[config.mk]
export PLATFORM = sky130hd
export DESIGN_NAME = dmem_unit
export DESIGN_NICKNAME = d
export VERILOG_FILES = /design/src/rtl/qu_common.sv /design/src/rtl/dmem_unit_fifo.sv /design/src/rtl/dmem_unit.sv
export SDC_FILE = /design/constraint.sdc
export NUM_CORES = 1
export LEC_CHECK = 0
export BUFFER_PORTS_ARGS = -buffer_cell sky130_fd_sc_hd__buf_2
export CAP_MARGIN = 5
export CELL_PAD_IN_SITES_DETAIL_PLACEMENT = 0
export CELL_PAD_IN_SITES_GLOBAL_PLACEMENT = 1
export CORE_UTILIZATION = 51
export CTS_CLUSTER_SIZE = 25
export DETAILED_ROUTE_END_ITERATION = 16
export GPL_TIMING_DRIVEN = 0
export PLACE_DENSITY_LB_ADDON = 0.1
export RECOVER_POWER = 25
export SLEW_MARGIN = 5
export SYNTH_ARGS = -nofsm -noshare
export SYNTH_HDL_FRONTEND = slang
export SYNTH_SLANG_ARGS = --single-unit
export TNS_END_PERCENT = 10
[constraint.sdc]
create_clock -name clk -period 6.7 [get_ports clk]
set_input_delay 1.005 -clock clk [delete_from_list [all_inputs] [get_ports clk]]
set_output_delay 1.005 -clock clk [all_outputs]
set_load 0.02 [all_outputs]
[src/rtl/qu_common.sv]
// Shared types and lane helpers for the Qu data-memory path.
package qu_common;

  localparam int ROB_AW = 6;

  typedef logic [ROB_AW-1:0] rob_addr_t;

  typedef enum logic [1:0] {
    DMEM_SIZE_BYTE   = 2'b00,
    DMEM_SIZE_HALF   = 2'b01,
    DMEM_SIZE_WORD   = 2'b10,
    DMEM_SIZE_WORD_X = 2'b11
  } dmem_size_t;

  typedef struct packed {
    logic       is_store;
    logic [31:0] addr;
    logic [31:0] data;
    dmem_size_t size;
    logic       is_unsigned;
    rob_addr_t  rob_addr;
    logic       kill;
  } dmem_req_t;

  typedef enum logic {
    ST_IDLE    = 1'b0,
    ST_RD_WAIT = 1'b1
  } dmem_state_t;

  function automatic logic is_misaligned(input dmem_size_t size, input logic [1:0] off);
    logic r;
    r = 1'b0;
    case (size)
      DMEM_SIZE_BYTE: r = 1'b0;
      DMEM_SIZE_HALF: r = off[0];
      default:        r = (off != 2'b00);
    endcase
    return r;
  endfunction

  function automatic logic [3:0] lane_mask(input dmem_size_t size, input logic [1:0] off);
    logic [3:0] m;
    m = 4'b1111;
    case (size)
      DMEM_SIZE_BYTE: m = 4'b0001;
      DMEM_SIZE_HALF: m = 4'b0011;
      default:        m = 4'b1111;
    endcase
    return m << off;
  endfunction

  function automatic logic [31:0] lane_wdata(input dmem_size_t size, input logic [31:0] data);
    logic [31:0] w;
    w = data;
    case (size)
      DMEM_SIZE_BYTE: w = {4{data[7:0]}};
      DMEM_SIZE_HALF: w = {2{data[15:0]}};
      default:        w = data;
    endcase
    return w;
  endfunction

  function automatic logic [31:0] load_extend(input logic [31:0] rdata, input logic [1:0] off,
                                              input dmem_size_t size, input logic uns);
    logic [31:0] sh;
    logic [31:0] r;
    sh = rdata >> {off, 3'b000};
    r  = sh;
    case (size)
      DMEM_SIZE_BYTE: r = uns ? {24'h000000, sh[7:0]} : {{24{sh[7]}}, sh[7:0]};
      DMEM_SIZE_HALF: r = uns ? {16'h0000, sh[15:0]} : {{16{sh[15]}}, sh[15:0]};
      default:        r = sh;
    endcase
    return r;
  endfunction

endpackage

[src/rtl/dmem_unit_fifo.sv]
// Request queue for dmem_unit; i_kill_loads marks every held load as killed
// while an entry written on the same edge keeps its clear kill bit.
module dmem_req_fifo
  import qu_common::*;
#(
  parameter int DEPTH = 4
) (
  input  logic      clk,
  input  logic      rst,
  input  logic      i_push,
  input  dmem_req_t i_req,
  input  logic      i_pop,
  input  logic      i_kill_loads,
  output dmem_req_t o_head,
  output logic      o_empty,
  output logic      o_full
);

  localparam int PW = $clog2(DEPTH);
  localparam logic [PW-1:0] PTR_ONE = PW'(1);
  localparam logic [PW:0]   CNT_ONE = (PW + 1)'(1);
  localparam logic [PW:0]   CNT_MAX = (PW + 1)'(DEPTH);

  dmem_req_t     r_mem [DEPTH];
  logic [PW-1:0] r_wr_ptr;
  logic [PW-1:0] r_rd_ptr;
  logic [PW:0]   r_count;
  logic          w_push;
  logic          w_pop;

  assign o_empty = (r_count == '0);
  assign o_full  = (r_count == CNT_MAX);
  assign o_head  = r_mem[r_rd_ptr];
  assign w_push  = i_push & ~o_full;
  assign w_pop   = i_pop & ~o_empty;

  // Storage, pointers and occupancy
  always_ff @(posedge clk or negedge rst) begin
    if (!rst) begin
      r_wr_ptr <= '0;
      r_rd_ptr <= '0;
      r_count  <= '0;
      for (int i = 0; i < DEPTH; i++) begin
        r_mem[i] <= '0;
      end
    end else begin
      // Stale slots may also get kill set; a later push overwrites them.
      for (int i = 0; i < DEPTH; i++) begin
        if (i_kill_loads && !r_mem[i].is_store) begin
          r_mem[i].kill <= 1'b1;
        end
      end
      if (w_push) begin
        r_mem[r_wr_ptr] <= i_req;
        r_wr_ptr        <= r_wr_ptr + PTR_ONE;
      end
      if (w_pop) begin
        r_rd_ptr <= r_rd_ptr + PTR_ONE;
      end
      case ({w_push, w_pop})
        2'b10:   r_count <= r_count + CNT_ONE;
        2'b01:   r_count <= r_count - CNT_ONE;
        default: r_count <= r_count;
      endcase
    end
  end

endmodule

[src/rtl/dmem_unit.sv]
// Data-memory access unit: queues retire-stage loads/stores, drives a
// single-port synchronous SRAM with byte lanes, returns tagged load data.
module dmem_unit
  import qu_common::*;
#(
  parameter int DEPTH   = 4,
  parameter int SRAM_AW = 10
) (
  input  logic               clk,
  input  logic               rst,
  input  logic               dmem_wr_en_in,
  input  logic               dmem_rd_en_in,
  input  logic [31:0]        dmem_addr_in,
  input  logic [31:0]        dmem_data_in,
  input  logic [1:0]         dmem_size_in,
  input  logic               dmem_unsigned_in,
  input  rob_addr_t          dmem_rob_addr_in,
  output logic               dmem_ready_out,
  input  logic               flush_in,
  output logic               ld_valid_out,
  output rob_addr_t          ld_rob_addr_out,
  output logic [31:0]        ld_data_out,
  output logic               ld_err_out,
  output logic               st_err_out,
  output logic               sram_en,
  output logic [3:0]         sram_we,
  output logic [SRAM_AW-1:0] sram_addr,
  output logic [31:0]        sram_wdata,
  input  logic [31:0]        sram_rdata
);

  dmem_state_t r_state;
  dmem_state_t w_next_state;
  dmem_req_t   w_req;
  dmem_req_t   w_head;
  logic        w_push;
  logic        w_pop;
  logic        w_empty;
  logic        w_full;
  logic        w_kill;
  logic        w_mis;
  logic        w_access;
  logic        w_unused;

  logic        r_ld_valid;
  rob_addr_t   r_ld_rob;
  logic [31:0] r_ld_data;
  logic        r_ld_err;
  logic        r_st_err;
  logic [1:0]  r_rd_off;
  dmem_size_t  r_rd_size;
  logic        r_rd_uns;
  rob_addr_t   r_rd_rob;

  assign w_push   = dmem_wr_en_in | dmem_rd_en_in;
  assign w_pop    = (r_state == ST_IDLE) & ~w_empty;
  assign w_unused = ^w_head.addr[31:SRAM_AW+2];

  // Incoming request; a store wins when both enables are high
  always_comb begin
    w_req             = '0;
    w_req.is_store    = dmem_wr_en_in;
    w_req.addr        = dmem_addr_in;
    w_req.data        = dmem_data_in;
    w_req.size        = dmem_size_t'(dmem_size_in);
    w_req.is_unsigned = dmem_unsigned_in;
    w_req.rob_addr    = dmem_rob_addr_in;
    w_req.kill        = 1'b0;
  end

  dmem_req_fifo #(.DEPTH(DEPTH)) u_fifo (
    .clk          (clk),
    .rst          (rst),
    .i_push       (w_push),
    .i_req        (w_req),
    .i_pop        (w_pop),
    .i_kill_loads (flush_in),
    .o_head       (w_head),
    .o_empty      (w_empty),
    .o_full       (w_full)
  );

  assign dmem_ready_out = ~w_full;

  // FSM next state and SRAM drive from the queue head
  always_comb begin
    w_next_state = r_state;
    w_access     = 1'b0;
    sram_en      = 1'b0;
    sram_we      = 4'b0000;
    sram_addr    = '0;
    sram_wdata   = 32'h0000_0000;
    // A head load popped on a flush edge was queued before it, so it dies too.
    w_kill       = w_head.kill | (flush_in & ~w_head.is_store);
    w_mis        = is_misaligned(w_head.size, w_head.addr[1:0]);
    case (r_state)
      ST_IDLE: begin
        if (w_pop && !w_kill && !w_mis) begin
          w_access  = 1'b1;
          sram_en   = 1'b1;
          sram_addr = w_head.addr[SRAM_AW+1:2];
          if (w_head.is_store) begin
            sram_we      = lane_mask(w_head.size, w_head.addr[1:0]);
            sram_wdata   = lane_wdata(w_head.size, w_head.data);
            w_next_state = ST_IDLE;
          end else begin
            w_next_state = ST_RD_WAIT;
          end
        end else begin
          w_next_state = ST_IDLE;
        end
      end
      ST_RD_WAIT: w_next_state = ST_IDLE;
      default:    w_next_state = ST_IDLE;
    endcase
  end

  // FSM state register
  always_ff @(posedge clk or negedge rst) begin
    if (!rst) begin
      r_state <= ST_IDLE;
    end else begin
      r_state <= w_next_state;
    end
  end

  // Registered load responses, error pulses and in-flight load context
  always_ff @(posedge clk or negedge rst) begin
    if (!rst) begin
      r_ld_valid <= 1'b0;
      r_ld_rob   <= '0;
      r_ld_data  <= 32'h0000_0000;
      r_ld_err   <= 1'b0;
      r_st_err   <= 1'b0;
      r_rd_off   <= 2'b00;
      r_rd_size  <= DMEM_SIZE_BYTE;
      r_rd_uns   <= 1'b0;
      r_rd_rob   <= '0;
    end else begin
      r_ld_valid <= 1'b0;
      r_ld_err   <= 1'b0;
      r_st_err   <= 1'b0;
      if (r_state == ST_RD_WAIT) begin
        if (!flush_in) begin
          r_ld_valid <= 1'b1;
          r_ld_rob   <= r_rd_rob;
          r_ld_data  <= load_extend(sram_rdata, r_rd_off, r_rd_size, r_rd_uns);
        end
      end else if (w_pop && !w_kill && w_mis) begin
        if (w_head.is_store) begin
          r_st_err <= 1'b1;
        end else begin
          r_ld_valid <= 1'b1;
          r_ld_err   <= 1'b1;
          r_ld_rob   <= w_head.rob_addr;
          r_ld_data  <= 32'h0000_0000;
        end
      end
      if (w_access && !w_head.is_store) begin
        r_rd_off  <= w_head.addr[1:0];
        r_rd_size <= w_head.size;
        r_rd_uns  <= w_head.is_unsigned;
        r_rd_rob  <= w_head.rob_addr;
      end
    end
  end

  assign ld_valid_out    = r_ld_valid;
  assign ld_rob_addr_out = r_ld_rob;
  assign ld_data_out     = r_ld_data;
  assign ld_err_out      = r_ld_err;
  assign st_err_out      = r_st_err;

endmodule

---- After elaboration in Yosys (flattened, before gate mapping) ----
Index checks and enable logic that the tools add are counted.
storage, ports and cells
  register bits ........................... 360
  input bits .............................. 110
  output and inout bits ................... 89
cells by class
  $add $sub $neg .......................... 4
  order comparisons ....................... 3
  equality and inequality tests ........... 7
  shift operators ......................... 2
  muxes and demuxes ....................... 49
  bitwise logic cells ..................... 12
  reductions and logical operators ........ 23
operators by type and width
  kind                                                              number
  300-bit bitwise mux                                               1
  32-bit two-way mux                                                9
  226-bit two-way mux                                               1
  75-bit two-way mux                                                3
  75-bit binary-select mux with 2-bit select                        1
  75-bit demux with 2-bit select                                    1
  32-bit case mux with 2 select lines                               2
  32-bit by 5-bit right shift with 32-bit output                    1
  4-bit two-way mux                                                 6
  6-bit two-way mux                                                 4
  10-bit two-way mux                                                2
  1-bit two-way mux                                                 15
  1-bit logical AND                                                 9
  4-bit case mux with 2 select lines                                1
  1-bit zero test                                                   7
  2-bit by 1-bit == test with 1-bit output (second input constant)  3
  3-bit greater-or-equal comparator (second input constant)         2
  2-bit NOT with 3-bit output                                       2
  3-bit case mux with 2 select lines                                1
  2-bit nonzero test                                                3
  2-bit by 1-bit adder with 2-bit output (second input constant)    2
  1-bit AND                                                         4
  2-bit zero test                                                   2
  2-bit != test (second input constant)                             2
  other kinds (11)                                                  16

---- Depth between registers and ports, before layout ----
  depth in word-level cells ............... 16
  gate-level depth with buffers ........... 11
  gate-level depth less buffers ........... 10

---- Hierarchy ----
From an unflattened synthesis, not the netlist that was laid out.
second synthesis, totals
  cell total of the unflattened synthesis .. 1122
  area, all modules ....................... 16872.4 um^2
modules (own cells, without submodules)
  module         times used  cells an instance  area each (um^2)
  dmem_req_fifo  1           773                13422.9
  dmem_unit      1           349                3449.6

---- Worst setup path before layout ----
OpenSTA, ideal clock, no wires.
  kind .................................... register to output
  start point ............................. reg u_fifo.r_rd_ptr[0]
  end point ............................... out sram_addr[9]
  data arrival time ....................... 2353 ps
  data required time ...................... 5695 ps
  slack ................................... 3342 ps
  stages on the path, launching flop included .. 8
  path buffers ............................ 2
  cell sequence ........................... dfrtp_1 -> mux4_2 -> or2_1 -> buf_6 -> a22oi_4 -> o211ai_1 -> buf_2 -> nor3b_1
on the way
  cells in the longest elaborated chain, start to end .. 12
  elaborated cells between the ends (all ways) .. 17
  classes of those cells .................. eq/ne (1); mux (6); bitwise (4); reduce/logical (6)
RTL lines
  item                                                       line                  RTL
  start: declaration                                         dmem_unit_fifo.sv:26  logic [PW-1:0] r_rd_ptr;
  start signal: assignment                                   dmem_unit_fifo.sv:58  r_rd_ptr <= r_rd_ptr + PTR_ONE;
  2-bit NOT with 3-bit output (not written as such) (*)      dmem_unit_fifo.sv:33  assign o_head = r_mem[r_rd_ptr];
  75-bit binary-select mux with 2-bit select (*)             dmem_unit_fifo.sv:33
  75-bit two-way mux (not written as such) (*) (2 in a row)  dmem_unit_fifo.sv:33
  1-bit NOT                                                  dmem_unit.sv:94       w_kill = w_head.kill | (flush_in & ~w_head.is_store);
  1-bit AND                                                  dmem_unit.sv:94
  1-bit OR                                                   dmem_unit.sv:94
  1-bit zero test                                            dmem_unit.sv:98       if (w_pop && !w_kill && !w_mis) begin
  1-bit logical AND (2 in a row)                             dmem_unit.sv:98
  10-bit two-way mux (*)                                     dmem_unit.sv:98
  10-bit two-way mux (*)                                     dmem_unit.sv:96       case (r_state)
  end: declaration                                           dmem_unit.sv:27       output logic [SRAM_AW-1:0] sram_addr,
Mark *: on every way between the ends. The rest lies on a longest branch, timed or not. The select of a mux whose other input is x is not followed.

---- Worst setup path in the final report ----
  start point ............................. reg u_fifo.r_rd_ptr[0]
  end point ............................... out sram_wdata[12]
on the way
  cells in the longest elaborated chain, start to end .. 12
  elaborated cells between the ends (all ways) .. 19
  classes of those cells .................. eq/ne (1); mux (8); bitwise (4); reduce/logical (6)
RTL lines
  item                                                       line                  RTL
  2-bit NOT with 3-bit output (not written as such) (*)      dmem_unit_fifo.sv:33
  75-bit binary-select mux with 2-bit select (*)             dmem_unit_fifo.sv:33
  75-bit two-way mux (not written as such) (*) (2 in a row)  dmem_unit_fifo.sv:33
  1-bit NOT                                                  dmem_unit.sv:94
  1-bit AND                                                  dmem_unit.sv:94
  1-bit OR                                                   dmem_unit.sv:94
  1-bit zero test                                            dmem_unit.sv:98
  1-bit logical AND (2 in a row)                             dmem_unit.sv:98
  32-bit two-way mux (*)                                     dmem_unit.sv:98
  32-bit two-way mux (*)                                     dmem_unit.sv:96
  end: declaration                                           dmem_unit.sv:28       output logic [31:0] sram_wdata,
Marked as above.

==> flow_summary_export.csv <==
group,metric,value,unit
status,status,"finished with violations",
status,failed_checks,"max-capacitance violations, max-slew violations",
min_path,hold_path_end,"ld_data_out[15]$_DFFE_PN0P_",
logic_synthesis,ys_types,43,
placed_design,port_buffers,178,
layout,nets,1242,
logic_synthesis,synth_seq_cells,280,
logic_synthesis,syn_area_per_cell,14.3,um2
clocking,clock_latency,0.55,ns
layout,final_util,0.614,
pwr,power_leakage,0.00696,uW
job,drv_cap,1,
route,firstDrtPassIters,5,
timing,drv_slew,73,
route,met1Wirelength,14100,um
layout,layout-area-overhead-vs-synth,18.1,%
route,drtAntennaViolNets,0,
grt,grt_antenna_before_repair,1,
min_path,min_path_type,"register to register",
timing,fin_crit_sh,0.662,
min_path,worstHoldStart,"ld_data_out[15]$_DFFE_PN0P_",
worst_setup_path,path_cells,"mux4_2 > or2_1 > buf_6 > a22oi_4 > nand3_1 > buf_2 > a21oi_1 > buf_2",
pwr,vdd_drop_max,0.281,mV
layout,fillerInstances,2018,
worst_setup_path,required,5.69,ns
worst_setup_path,r2r_end,"u_fifo.r_mem[78]$_DFFE_PN0P_",
clocking,cts.sinks,280,
timing,max_freq,0.226,GHz
worst_setup_path,path_class,"register to output port",
die,start_util,0.520,
worst_setup_path,cp_common_cell,"buf_2",
layout,instances_no_fill,1479,
logic_synthesis,syn_inst,914,
pwr,p_per_area,588,nW/um2
logic_synthesis,synth_area,13100,um2
die,dieArea,26300,um2
worst_setup_path,slowest_stage,"mux4_2",
route,dr_wl_met3,1450,um
grt,grt_pass1_wl,48700,um
worst_setup_path,setup.worst_path.end_class,"output port",
clocking,clock_path_buffers,3,
route,via_per_inst,5.62,
die,die_h,162,um
route,dr_wl_met2,14800,um
timing,grt_setup_unrepaired,"no",
grt,grtUsageTotal,0.242,
die,fp.dieW,162,um
route,drc,0,
route,drt-total-wl,30800,um
die,core,25200,um2
pwr,p_total,9100,uW
clocking,cts_root_buffer,"clkbuf_16",
clocking,cts_resized,0,
timing,fin_setup_tns,0,ns
timing,setup_viol,0,
clocking,cts_tree,"yes",
route,first_iter_violations,462,
worst_setup_path,crit_arrival,3.43,ns
grt,grt_pass1_vias,8676,
placed_design,place.gp.congestion,0.813,
grt,grt-ovfl-total,0,
die,fp-row-count,58,
worst_setup_path,cp_max_fo,10,
worst_setup_path,cpPeakStageDelay,0.61,ns
placed_design,dp_cells,1424,
grt,grt_max_degree,116,
layout,drive_above_1_share,0.478,
worst_setup_path,rr_worst_depth,7,
layout,multiInputGateArea,5760,um2
layout,regArea,7010,um2
worst_setup_path,startpoint_type,"register",
logic_synthesis,yosysSeqAreaShare,0.535,
clocking,numCtsBuffers,30,
min_path,hold_path_depth,1,
worst_setup_path,r2r-start,"u_fifo.r_count[0]$_DFFE_PN0P_",
logic_synthesis,ys.warnings.count,0,
timing,min_period,4.43,ns
clocking,ctsHtreeMaxLevel,1,
die,top_level_ports,199,
route,wl_per_cell,20.8,um
timing,tightest_slew,4.07,ns
placed_design,hpwl,21800,um
timing,skew,0.0209,ns
timing,relSlewSlack,-1.72,
timing,finalHoldViolCount,0,
logic_synthesis,postSynthNetCount,1030,
clocking,cts_setup_buffers,0,
clocking,cts_hold_buffers,0,
route,vias,8309,
worst_setup_path,rrSetupSlack,4.04,ns
route,routed.top_layer,"met4",
clocking,cts.clk_slew.worst_paths,0.06,ns
power by group:
part           leakage [uW]  internal (uW)  total, uW  switching, uW
Sequential          0.00337           2550       2960            419
Clock              0.000508           1000       1670            668
Combinational       0.00309           2160       4460           2300
cell usage in the layout, fill, tap and decap left out, types with 27 or more instances in the layout:
| master | n |
|---|---|
| dfrtp_1 | 280 |
| mux2_2 | 233 |
| buf_2 | 187 |
| mux4_2 | 56 |
| a21oi_1 | 53 |
| clkbuf_1 | 44 |
| nor2_1 | 43 |
| mux2i_1 | 33 |
| clkbuf_16 | 31 |
| nand2_1 | 27 |
kinds of logic (layout without fill, tap and decap cells):
family	Yosys count	after routing	share of synthesized area
adder cells (fa/ha/maj)	6	6	0.00630
flip-flops	280	280	0.535
buffers and inverters	75	309	0.0256
multiplexers	336	336	0.334
other	0	1	0
AO/OA/AOI/OAI	104	104	0.0569
XOR/XNOR	9	9	0.00602
AND/OR/NAND/NOR	104	104	0.0364
worst max-delay path by stage:
stage	startpoint	depth (start not counted)	slack [ns]	to
after floorplan	u_fifo.r_rd_ptr[0]$_DFFE_PN0P_	7	3.34	sram_addr[9]
after global placement	rst	1	-0.64	u_fifo.r_mem[29]$_DFFE_PN0P_
after detailed placement	u_fifo.r_rd_ptr[1]$_DFFE_PN0P_	7	2.85	sram_wdata[30]
after CTS	u_fifo.r_rd_ptr[0]$_DFFE_PN0P_	8	2.29	sram_wdata[12]
after global routing	rst	1	1.78	u_fifo.r_mem[49]$_DFFE_PN0P_
final	u_fifo.r_rd_ptr[0]$_DFFE_PN0P_	8	2.27	sram_wdata[12]
per-stage QoR:
step	hold slack [ns]	setup WS (ns)	cell area (um2)
6_report	0.482	2.27	15500
5_1_grt	0.501	1.78	15500
4_1_cts	0.447	2.29	15500
3_5_place_dp	0.472	2.85	14500
3_3_place_gp	0.458	-0.640	14400
2_1_floorplan	0.452	3.34	13100
flip-flops by register name, summed over array words and instances, names as in the netlist, 2 cells and up:
signal           count
ld_data_out         32
ld_rob_addr_out      6
r_rd_off             2
r_rd_rob             6
r_rd_size            2
u_fifo.r_count       3
u_fifo.r_mem       220
u_fifo.r_rd_ptr      2
u_fifo.r_wr_ptr      2
routing by layer:
layer	global-route usage	vias to the layer above
met2	0.400	212
met5	0	-
met3	0.0365	40
met1	0.337	4284
li1	-	3773
met4	0.0545	0
Yosys cell counts (all sizes together):
cell     count  share of area
and2         1        0.00048
a22o         7         0.0047
xor2         4         0.0027
a21oi       53          0.020
clkbuf      39          0.011
or2          2        0.00096
nand3        2        0.00076
nor2        43          0.012
ha           5         0.0048
nor3b        1        0.00057
o211a        1        0.00076
nor3         5         0.0023
o31ai        1        0.00057
dfrtp      280           0.53
mux4        56          0.096
xnor2        5         0.0033
inv         16         0.0046
o2bb2ai     21          0.019
nand3b       2         0.0011
and2b        1        0.00057
a21o         1        0.00057
nand2       27         0.0077
nor2b       20         0.0096
a22oi        1         0.0016
buf         20         0.0098
a32o         1        0.00076
o21a         2         0.0012
fa           1         0.0015
mux2       247           0.21
a21boi       1        0.00057
o221a        1        0.00086
a2111oi      1        0.00067
o211ai       3         0.0017
o21ai       10         0.0038
mux2i       33          0.025
layout make-up:
type                    count  share of cell area
well taps                 330              0.0267
repair buffers            180              0.0611
clock inverters            11             0.00704
clock buffers              43              0.0582
inverters                  16             0.00388
diodes                      1            0.000162
plain buffers              59              0.0178
flip-flops and latches    280               0.453
multi-input cells         559               0.372
critical path: cells and delay by family, from the launching register on:
family	cells	cell delay, ns
compound gates	2	0.45
simple gates	2	0.69
flops	1	0.43
mux	1	0.61
buf+inv	3	0.72
No activity file was read; power rests on OpenSTA's default activity.
